<file path="src/rtl/calc_pkg.sv">
// calc_pkg: shared FSM state encoding and width helper for the calculator datapath
package calc_pkg;
  typedef enum logic [1:0] {IDLE = 2'd0, CALC = 2'd1, FIX = 2'd2, DONE = 2'd3} state_t;
  function automatic int clog2(input int v);
    int r;
    r = 0;
    while ((1 << r) < v) r++;
    return r;
  endfunction
endpackage

</file>
<file path="src/rtl/seq_divider_core.sv">
// seq_divider_core: unsigned restoring divider datapath (clk, rst, load, step, dividend, divisor -> quo, rem_out, last)
module seq_divider_core #(
  parameter int WIDTH = 8
) (
  input  logic             clk,
  input  logic             rst,
  input  logic             load,
  input  logic             step,
  input  logic [WIDTH-1:0] dividend,
  input  logic [WIDTH-1:0] divisor,
  output logic [WIDTH-1:0] quo,
  output logic [WIDTH-1:0] rem_out,
  output logic             last
);
  import calc_pkg::*;
  localparam int CW = clog2(WIDTH);
  logic [WIDTH:0] pr;
  logic [WIDTH-1:0] qr, d;
  logic [CW-1:0] cnt;
  logic [WIDTH:0] trial;
  logic ge;
  // qr doubles as the dividend shift register: its MSB feeds the remainder while quotient bits enter at the LSB
  always_comb begin
    trial = {pr[WIDTH-1:0], qr[WIDTH-1]};
    ge = {pr, qr[WIDTH-1]} >= {2'b00, d};
    last = cnt == CW'(WIDTH - 1);
    quo = qr;
    rem_out = pr[WIDTH-1:0];
  end
  always_ff @(posedge clk) begin
    if (rst) begin
      pr <= '0;
      qr <= '0;
      d <= '0;
      cnt <= '0;
    end else if (load) begin
      pr <= '0;
      qr <= dividend;
      d <= divisor;
      cnt <= '0;
    end else if (step) begin
      pr <= ge ? trial - {1'b0, d} : trial;
      qr <= {qr[WIDTH-2:0], ge};
      cnt <= cnt + 1'b1;
    end
  end
endmodule

</file>
<file path="src/rtl/seq_divider.sv">
// seq_divider: sequential signed/unsigned divider (start/busy/done handshake; a, b -> quotient, remainder, div_by_zero)
module seq_divider #(
  parameter int WIDTH     = 8,
  parameter bit SIGNED_EN = 1'b1
) (
  input  logic             clk,
  input  logic             rst,
  input  logic             start,
  input  logic             signed_mode,
  input  logic [WIDTH-1:0] a,
  input  logic [WIDTH-1:0] b,
  output logic [WIDTH-1:0] quotient,
  output logic [WIDTH-1:0] remainder,
  output logic             div_by_zero,
  output logic             busy,
  output logic             done
);
  import calc_pkg::*;
  state_t state, state_n;
  logic sm, a_neg, b_neg, b_zero, accept, neg_q, neg_r, last;
  logic [WIDTH-1:0] mag_a, mag_b, cq, cr;
  // min negative negates to itself, which is its correct unsigned magnitude
  always_comb begin
    sm = signed_mode & SIGNED_EN;
    a_neg = sm & a[WIDTH-1];
    b_neg = sm & b[WIDTH-1];
    mag_a = a_neg ? -a : a;
    mag_b = b_neg ? -b : b;
    b_zero = b == '0;
    busy = state != IDLE;
    done = state == DONE;
    accept = start & ~busy;
    state_n = state;
    case (state)
      IDLE:    state_n = accept ? (b_zero ? DONE : CALC) : IDLE;
      CALC:    state_n = last ? FIX : CALC;
      FIX:     state_n = DONE;
      default: state_n = IDLE;
    endcase
  end
  // outputs are written on entry to DONE so they are valid during the done pulse
  always_ff @(posedge clk) begin
    if (rst) begin
      state <= IDLE;
      quotient <= '0;
      remainder <= '0;
      div_by_zero <= 1'b0;
      neg_q <= 1'b0;
      neg_r <= 1'b0;
    end else begin
      state <= state_n;
      if (accept) begin
        neg_q <= a_neg ^ b_neg;
        neg_r <= a_neg;
      end
      if (accept && b_zero) begin
        quotient <= '1;
        remainder <= a;
        div_by_zero <= 1'b1;
      end
      if (state == FIX) begin
        quotient <= neg_q ? -cq : cq;
        remainder <= neg_r ? -cr : cr;
        div_by_zero <= 1'b0;
      end
    end
  end
  seq_divider_core #(.WIDTH(WIDTH)) u_core (
    .clk(clk),
    .rst(rst),
    .load(accept & ~b_zero),
    .step(state == CALC),
    .dividend(mag_a),
    .divisor(mag_b),
    .quo(cq),
    .rem_out(cr),
    .last(last)
  );
endmodule

</file>
<file path="config.mk">
export PLATFORM = sky130hd
export DESIGN_NAME = seq_divider
export DESIGN_NICKNAME = d
export VERILOG_FILES = /design/src/rtl/calc_pkg.sv /design/src/rtl/seq_divider_core.sv /design/src/rtl/seq_divider.sv
export SDC_FILE = /design/constraint.sdc
export NUM_CORES = 1
export LEC_CHECK = 0
export ABC_AREA = 1
export ABC_CLOCK_PERIOD_IN_PS = 1800
export BUFFER_PORTS_ARGS = -buffer_cell sky130_fd_sc_hd__buf_2
export CAP_MARGIN = 20
export CORE_ASPECT_RATIO = 0.9
export CORE_MARGIN = 10
export CORE_UTILIZATION = 53
export DETAILED_ROUTE_END_ITERATION = 8
export PLACE_DENSITY_LB_ADDON = 0.15
export REMOVE_ABC_BUFFERS = 1
export SLEW_MARGIN = 0
export SYNTH_ARGS = -nofsm -noshare
export SYNTH_HDL_FRONTEND = slang
export SYNTH_SLANG_ARGS = --single-unit
</file>
<file path="constraint.sdc">
create_clock -name clk -period 1.8 [get_ports clk]
set_input_delay 0.09 -clock clk [delete_from_list [all_inputs] [get_ports clk]]
set_output_delay 0.09 -clock clk [all_outputs]
set_load 0.01 [all_outputs]
</file>
==> results of run 1 <==
cell families (layout without fill, tap and decap cells):
kind of cell	count (synthesis)	count (layout)	share of synthesized area (%)
DFF	49	49	30.64
buffers and inverters	92	140	12.23
and+or+nand+nor	190	191	27.98
AOI/OAI and AO/OA	112	112	20.05
adders and majority gates	15	15	6.096
xor gates and xnor gates	11	11	3.009
through the flow:
step | total power [mW] | hold slack, ps | setup TNS (ps) | util, %
3_5_place_dp | 2.208 | 378.8 | -1250 | 60.52
5_1_grt | 3.284 | 76.99 | -1197 | 65.10
4_1_cts | 3.022 | 61.87 | -183.0 | 63.82
6_report | 3.109 | 60.89 | -312.4 | 65.10
2_1_floorplan | 1.937 | 159.1 | -443.1 | -
3_3_place_gp | 2.180 | 357.1 | -401.1 | 60.52
where the power goes:
group,internal (mW),switching (mW)
Sequential,1.15,0.0616
Clock,0.348,0.377
Combinational,0.445,0.731
cell usage in the layout (no fill, tap or decap), types with 3 or more instances in the layout:
cell type and instances:
buf_4 16, xor2_1 10, nand3_1 30, inv_1 66, nor2_4 3, o221ai_1 3
nand3_2 7, nor2_1 25, nand2_1 95, o211ai_1 3, nand4_1 3, a31oi_1 9
dfxtp_2 4, o21ai_0 35, o211ai_2 3, buf_2 38, a21oi_1 40, clkbuf_8 7
dfxtp_1 45, nand2_2 12, inv_2 8, nand3b_1 4, o21ai_1 13, ha_1 12
worst reg2reg max path: cells and delay by family, from the launching register on:
family,cells,cell delay [ps]
buffers and inverters,4,270
AO/OA/AOI/OAI,1,90
flip-flops,1,330
adder cells (fa/ha/maj),2,480
AND/OR/NAND/NOR,6,620
cell type report:
cell class / count / area, µm²
Fill cell: 539 / 2009
Multi-Input combinational cell: 329 / 1952
Sequential cell: 49 / 985.9
Timing Repair Buffer: 55 / 330.3
Inverter: 77 / 291.5
Clock buffer: 7 / 96.34
Tap cell: 70 / 87.58
Clock inverter: 1 / 5.005
routing by layer:
layer / vias up / part of all wire (%)
li1: 1637 / -
met1: 1427 / 48
met2: 113 / 43
met3: 9 / 7.6
met4: 0 / 1.1
met5: - / 0
state kept, by name (all words and copies together), names as in the netlist:
name         count
u_core.pr        9
quotient         8
remainder        8
u_core.d         8
u_core.quo       8
u_core.cnt       3
state            2
div_by_zero      1
neg_q            1
neg_r            1
worst paths after layout:
kind	from	to	slack [ps]	depth (start not counted)
max	u_core.quo[7]	u_core.pr[4]	-90	13
min reg2reg	u_core.cnt[1]	u_core.cnt[1]	470	2
min	b[1]	u_core.d[1]	60	3
max reg2reg	u_core.quo[7]	u_core.pr[4]	-90	13
what timing repair did:
action / 4_1_cts / 5_1_grt
gates cloned: 1 / 0
pin swaps: 8 / 8
gates resized for setup: 14 / 17
setup buffers: 2 / 1
endpoints found under the setup margin: 10 / 12
==> results.txt, run 1 <==
clock root buffer -> clkbuf_8
RD Place Congestion -> 0.9151
global route overflow -> 0
Crit path required time -> 2000 ps
crit-path cells -> inv_2, ha_4, inv_2, fa_2, nand3_2, nand3_4, nand2_4, buf_12, nand4_4, nand2_1, o211ai_1, nand2_1, inv_1
Clock transition at path regs -> 90 ps
met3 Use GR -> 4.636%
design area -> 0.003749 mm²
delay-heaviest family, CP -> simple AND/OR/NAND/NOR gates
vias per inst -> 5.418
GRT Util Overall -> 18.35%
# hold bufs at CTS -> 0
Finished Layout Cells -> 588
CTS H-tree lvls -> 2
drt drc -> 0
Slew Viols, Final -> 0
unrepaired setup endpoints after global routing -> yes
vias in the first global route -> 3,010
slowest CP cell -> fa_2
fin nets -> 552
final worst-path cycle share -> 104.9%
max-cap violation count -> 0
worst-margin pin slew -> 508.8 ps
fmax -> 0.5298 GHz
Leakage -> 1.798 nW
ANT cells -> 0
relative slew slack -> 65.92%
largest net degree at the start of global routing -> 21
Yosys warning total -> 0
post-synthesis sequential area ratio -> 30.64%
failing checks -> negative setup slack
Critical Path Start Type -> flip-flop
CTS Buf Count -> 5
Num Clock Sinks -> 49
worst vdd ir -> 524.1 µV
leading cell types by count after synthesis -> nand2_1, inv_1, dfxtp_1
drt first pass iters -> 6
cell area after synthesis -> 0.003202 mm²
final WL -> 8658 µm
Worst-Skew Late Latency -> 310 ps
dpl hpwl -> 6444 µm
initial antenna violation count -> 0
# IOs -> 39
area post-placement -> 0.003485 mm²
WS Path Type -> reg -> reg
worst-path fanout max -> 7
via count -> 3,186
leading area contributor after synthesis -> dfxtp_1
grt peak-use layer -> met2
worst path bufs/invs -> 4
GR met2 Demand/Resource -> 27.81%
maximum clock insertion buffer count -> 2
Seq cells post-synth -> 49
first-pass GRT wire length -> 14,430 µm
min Tclk post-route -> 1887 ps
CP max stage delay -> 360 ps
EDFF count, synth -> 0
Starting Density -> 55.61%
input/output buffers -> 38
core footprint -> 0.005758 mm²
synth unique cells -> 40
most instantiated library cell after synthesis -> nand2_1
share of layout cells above drive strength 1 -> 22.59%
cell area power density -> 829.3 mW/mm²
# rows -> 26
chip width -> 101.9 µm
outcome -> complete, but fails checks
setup ws final -> -87.43 ps
placed cells -> 576
Final ANT Viol Nets -> 0
Layout Skew -> 11.21 ps
top-area cell type share of the netlist area -> 30.64%
syn_area_per_cell -> 6.827 µm²
die area -> 0.009554 mm²
CTS tree -> done
met1 usage -> 25.42%
1st-iter DRT viols -> 324
Hold Path Class -> in -> reg
WP data arrival -> 2090 ps
Worst setup EP type -> flip-flop
Final setup violation count -> 9
chip height -> 93.74 µm
Area contributors post-synth -> dfxtp_1, nand2_1, inv_1
Post-synth top flop -> dfxtp_1
cells after synthesis -> 469
Fin. Hold Viols -> 0
ys async rst share -> 0%
Area Growth Syn to Fin -> 17.08%
pre-CTS WS -> -157.4 ps
DR WL/cell -> 14.72 µm
No activity file was read; power rests on OpenSTA's default activity.
==> run 2: changes to the inputs <==
--- a/config.mk
+++ b/config.mk
@@ -6,7 +6,7 @@
 export NUM_CORES = 1
 export LEC_CHECK = 0
 export ABC_AREA = 1
-export ABC_CLOCK_PERIOD_IN_PS = 1800
+export ABC_CLOCK_PERIOD_IN_PS = 1500
 export BUFFER_PORTS_ARGS = -buffer_cell sky130_fd_sc_hd__buf_2
 export CAP_MARGIN = 20
 export CORE_ASPECT_RATIO = 0.9
==> constraint.sdc (replaced) <==
create_clock -name clk -period 1.5 [get_ports clk]
set_input_delay 0.075 -clock clk [delete_from_list [all_inputs] [get_ports clk]]
set_output_delay 0.075 -clock clk [all_outputs]
set_load 0.01 [all_outputs]
==> run 2 against run 1 <==
- the flow still finishes with violations (negative setup slack)
- fmax is 1.1% higher
- critical path type unchanged
- clock power is 39% higher
- largest power group is now combinational logic
- worst hold slack lost 32 ps
- combinational power grew 34%
- via count grew 7.3%
- first-iteration DRC count decreased by 15%
- sequential power is 20% higher
==> results.txt, run 2 (synthesis gave the netlist of run 1 again) <==
core footprint -> 0.005758 mm²
design area -> 0.004079 mm²
failing checks -> negative setup slack
WS Path Type -> reg -> reg
Num Clock Sinks -> 49
dpl hpwl -> 6623 µm
fmax -> 0.5358 GHz
relative slew slack -> 74.51%
clock root buffer -> clkbuf_8
Leakage -> 1.969 nW
hold slack final -> 28.55 ps
Area Growth Syn to Fin -> 27.39%
Crit path required time -> 1710 ps
RD Place Congestion -> 0.9422
via count -> 3,418
Worst Hold Depth -> 3
Worst Hold Path EP -> u_core.d[6]
unrepaired setup endpoints after global routing -> yes
max reg flops -> 9
input/output buffers -> 38
R2R Path Start -> u_core.quo[7]
Starting Density -> 55.61%
area post-placement -> 0.003702 mm²
# hold bufs at CTS -> 0
GRT Util Overall -> 19.13%
Final setup violation count -> 11
Final ANT Viol Nets -> 0
# rows -> 26
maximum clock insertion buffer count -> 2
commonest non-fill, non-tap cell in the layout -> nand2_1
vias per inst -> 5.531
min Tclk post-route -> 1866 ps
Fin. Hold Viols -> 0
# IOs -> 39
delay-heaviest family, CP -> simple AND/OR/NAND/NOR gates
drt drc -> 0
chip height -> 93.74 µm
Worst setup EP type -> flip-flop
Hold Path Class -> in -> reg
final worst-path cycle share -> 124.4%
Worst R2R End -> u_core.pr[2]
worst vdd ir -> 581.8 µV
1st-iter DRT viols -> 277
Clock transition at path regs -> 90 ps
die area -> 0.009554 mm²
max-cap violation count -> 0
worst-path fanout max -> 7
crit-path cells -> inv_2, ha_4, inv_2, fa_2, nand3_2, nand3_4, nand2_4, buf_12, nand4_4, nand2_1, o211ai_1, nand2_1, inv_1
cell area power density -> 990.6 mW/mm²
slowest CP cell -> fa_2
Worst-Skew Late Latency -> 310 ps
Hold Path Origin -> b[6]
first-pass GRT wire length -> 14,920 µm
Fill cells -> 468
drt first pass iters -> 6
R2R setup slack -> -370 ps
worst-margin pin slew -> 381.9 ps
CTS H-tree lvls -> 2
final setup TNS -> -3247 ps
fin nets -> 582
worst path bufs/invs -> 4
global route overflow -> 0
chip width -> 101.9 µm
largest net degree at the start of global routing -> 21
setup ws final -> -366.3 ps
CTS tree -> done
commonest non-fill, non-tap cells in the layout -> nand2_1, inv_1, dfxtp_1, buf_4, buf_2
initial antenna violation count -> 0
ANT cells -> 0
Layout Skew -> 11.24 ps
Critical Path Start Type -> flip-flop
Slew Viols, Final -> 0
outcome -> complete, but fails checks
CP max stage delay -> 380 ps
Reg with most FFs -> u_core.pr
share of layout cells above drive strength 1 -> 30.11%
DR WL/cell -> 14.93 µm
vias in the first global route -> 3,141
Worst Reg-to-Reg Cells -> 13
WP data arrival -> 2080 ps
final WL -> 9224 µm
CTS Buf Count -> 5
[run 2: cell count changes in the layout (fill, tap and decap cells not counted), sizes merged]
cell    change
buf        +30
clkinv      -1
bufinv      +1
[run 2: metal layers]
layer	global-route usage [%]	vias to the layer above	part of all wire, %
li1	-	1694	-
met1	26.31	1544	45
met2	29.32	154	45
met3	4.268	26	8.3
met4	5.164	0	1.9
met5	0	-	0
[run 2: worst min-delay path: cells and delay by family]
kind            cells  cell delay [ps]
compound gates      1               60
simple gates        1               70
buf+inv             1              110
[run 2: layout make-up]
| type | count | area [µm²] | share of cell area [%] |
|---|---|---|---|
| Tap cell | 70 | 87.58 | 2.147 |
| Clock buffer | 7 | 86.33 | 2.117 |
| Timing Repair Buffer | 85 | 566.8 | 13.90 |
| Inverter | 77 | 296.5 | 7.270 |
| Clock inverter | 1 | 30.03 | 0.7362 |
| Multi-Input combinational cell | 329 | 2023 | 49.60 |
| Sequential cell | 49 | 988.4 | 24.23 |
[run 2: where the power goes]
group	switching (mW)	internal (mW)
Combinational	0.931	0.648
Clock	0.466	0.545
Sequential	0.0745	1.38
Total	1.47	2.57
[run 2: what timing repair did]
item | 4_1_cts | 5_1_grt
endpoints found under the setup margin | 13 | 25
buffers inserted | 1 | 5
pin swaps | 11 | 15
cloned | 1 | 0
endpoints found under the hold margin | 0 | 0
gates resized for setup | 28 | 30
[run 2: worst max-delay path by stage]
stage	startpoint	end	depth (start not counted)
2_1_floorplan	u_core.quo[7]	u_core.pr[0]	12
3_3_place_gp	u_core.quo[7]	u_core.pr[1]	12
3_5_place_dp	u_core.quo[7]	u_core.quo[0]	12
4_1_cts	u_core.quo[7]	u_core.pr[4]	12
5_1_grt	u_core.quo[7]	u_core.pr[1]	13
6_report	u_core.quo[7]	u_core.pr[2]	13
[run 2: per-stage QoR]
step           power [mW]  util (%)  cells  setup WS (ps)
2_1_floorplan       2.324         -    454         -353.0
3_3_place_gp        2.731     64.30    605         -338.1
3_5_place_dp        2.763     64.30    605         -422.8
4_1_cts             3.924     68.69    615         -317.1
5_1_grt             4.267     70.84    618         -482.6
6_report            4.041     70.84    618         -366.3
==> run 3: changes to the inputs <==
--- a/config.mk
+++ b/config.mk
@@ -13,7 +13,7 @@
 export CORE_MARGIN = 10
 export CORE_UTILIZATION = 53
 export DETAILED_ROUTE_END_ITERATION = 8
-export PLACE_DENSITY_LB_ADDON = 0.15
+export PLACE_DENSITY = 0.77
 export REMOVE_ABC_BUFFERS = 1
 export SLEW_MARGIN = 0
 export SYNTH_ARGS = -nofsm -noshare
==> run 3 against run 2 <==
- the flow still finishes with violations (negative setup slack)
- total power decreased by 0.12%
- cell area about the same
- register-to-register slack better by 50 ps
- largest cell class unchanged
- via count up 2.4%
- worst hold slack gained 26 ps
- setup slack better by 52 ps
- clock power about the same
- sequential cell count unchanged
==> results.txt, run 3 (synthesis gave the netlist of run 1 again) <==
unrepaired setup endpoints after global routing -> yes
global route overflow -> 0
Worst setup EP type -> flip-flop
1st-iter DRT viols -> 412
final WL -> 9697 µm
DR WL/cell -> 15.77 µm
R2R Path Start -> u_core.quo[7]
Hold Path Class -> in -> reg
initial antenna violation count -> 0
setup ws final -> -314.5 ps
share of layout cells above drive strength 1 -> 30.28%
first-pass GRT wire length -> 15,240 µm
cell area power density -> 988.8 mW/mm²
max-cap violation count -> 0
largest net degree at the start of global routing -> 21
input/output buffers -> 38
area post-placement -> 0.003695 mm²
Critical Path Start Type -> flip-flop
GRT Util Overall -> 19.39%
Final ANT Viol Nets -> 0
Hold Path Origin -> b[6]
Reg with most FFs -> u_core.pr
chip height -> 93.74 µm
worst vdd ir -> 707.6 µV
Starting Density -> 55.61%
Crit path required time -> 1690 ps
Clock transition at path regs -> 90 ps
core footprint -> 0.005758 mm²
commonest non-fill, non-tap cells in the layout -> nand2_1, inv_1, buf_4
clock root buffer -> clkbuf_8
final worst-path cycle share -> 121.0%
vias per inst -> 5.689
drt first pass iters -> 9
sequential cell area -> 993.5 µm²
Final setup violation count -> 11
Slew Viols, Final -> 0
Layout Skew -> 9.752 ps
relative slew slack -> 73.45%
RD Place Congestion -> 0.9427
outcome -> complete, but fails checks
Worst Reg-to-Reg Cells -> 12
dpl hpwl -> 6831 µm
die area -> 0.009554 mm²
Leakage -> 1.954 nW
# IOs -> 39
maximum clock insertion buffer count -> 2
drt drc -> 0
Area Growth Syn to Fin -> 27.47%
pre-CTS WS -> -415.8 ps
Worst R2R End -> u_core.pr[5]
worst-path fanout max -> 5
commonest non-fill, non-tap cell in the layout -> nand2_1
via count -> 3,499
WP data arrival -> 2000 ps
Worst Hold Path EP -> u_core.d[6]
WS Path Type -> reg -> reg
design area -> 0.004081 mm²
chip width -> 101.9 µm
failing checks -> negative setup slack
CTS tree -> done
final setup TNS -> -2832 ps
Fill cells -> 450
CTS H-tree lvls -> 2
worst-margin pin slew -> 394.0 ps
footprint of the multi-input gates -> 0.002066 mm²
Worst-Skew Late Latency -> 300 ps
CTS Buf Count -> 5
max reg flops -> 9
fin nets -> 579
Worst Hold Depth -> 3
Num Clock Sinks -> 49
Fin. Hold Viols -> 0
Final Util -> 70.88%
ANT cells -> 0
R2R setup slack -> -310 ps
min Tclk post-route -> 1815 ps
fmax -> 0.5511 GHz
# rows -> 26
vias in the first global route -> 3,236
-- run 3: cell types whose count changed in the layout (fill, tap and decap cells not counted), sizes merged --
| cell | delta |
|---|---|
| buf | -3 |
-- run 3: worst max-delay path: stages (launching register included) --
cell     delay [ps]
dfxtp_2         330
inv_2            70
ha_4            120
inv_2            40
fa_2            340
nand3_2          90
nand3_4          80
nand2_4         110
nand2_4          60
nor2_4          190
nand3_2         140
nand3_2          80
a21oi_2          50
-- run 3: what timing repair did --
| item | 4_1_cts | 5_1_grt |
|---|---|---|
| endpoints found under the setup margin | 16 | 18 |
| resized for setup | 24 | 40 |
| hold buffers | 0 | 0 |
| pin swaps | 11 | 15 |
| buffers inserted | 2 | 0 |
| cloned | 1 | 0 |
-- run 3: through the flow --
stage | hold slack, ps | instances | total power, mW
after floorplan | 144.1 | 454 | 2.324
after detailed placement | 359.6 | 604 | 2.753
after global routing | 66.65 | 615 | 4.240
final | 55.01 | 615 | 4.036
after CTS | 45.59 | 615 | 3.868
after global placement | 351.0 | 604 | 2.717
-- run 3: layer usage --
metal	GRT usage (%)	up-vias	part of all wire, %
li1	-	1685	-
met1	26.20	1576	42
met2	30.93	208	46
met3	4.047	30	10
met4	4.343	0	2.6
met5	0	-	0
-- run 3: worst max-delay path by stage --
stage                   from       endpoint  slack, ps  depth (start not counted)
6_report       u_core.quo[7]   u_core.pr[5]       -310                         12
5_1_grt          u_core.d[1]   u_core.pr[5]       -390                         10
4_1_cts        u_core.quo[7]   u_core.pr[0]       -300                         12
3_5_place_dp   u_core.quo[7]   u_core.pr[5]       -420                         12
3_3_place_gp   u_core.quo[7]  u_core.quo[0]       -350                         12
2_1_floorplan  u_core.quo[7]   u_core.pr[0]       -350                         12
-- run 3: area by class of cell --
| class | instances | share of cell area, % |
|---|---|---|
| clock buffers | 7 | 2.115 |
| clock inverters | 1 | 0.7357 |
| inverters | 77 | 7.204 |
| multi-input cells | 329 | 50.61 |
| flip-flops and latches | 49 | 24.34 |
| well taps | 70 | 2.146 |
| repair buffers | 82 | 12.84 |
-- run 3: where the power goes --
part	switching (mW)	internal, mW
sequential	0.0803	1.38
clock	0.435	0.544
combinational	0.963	0.635
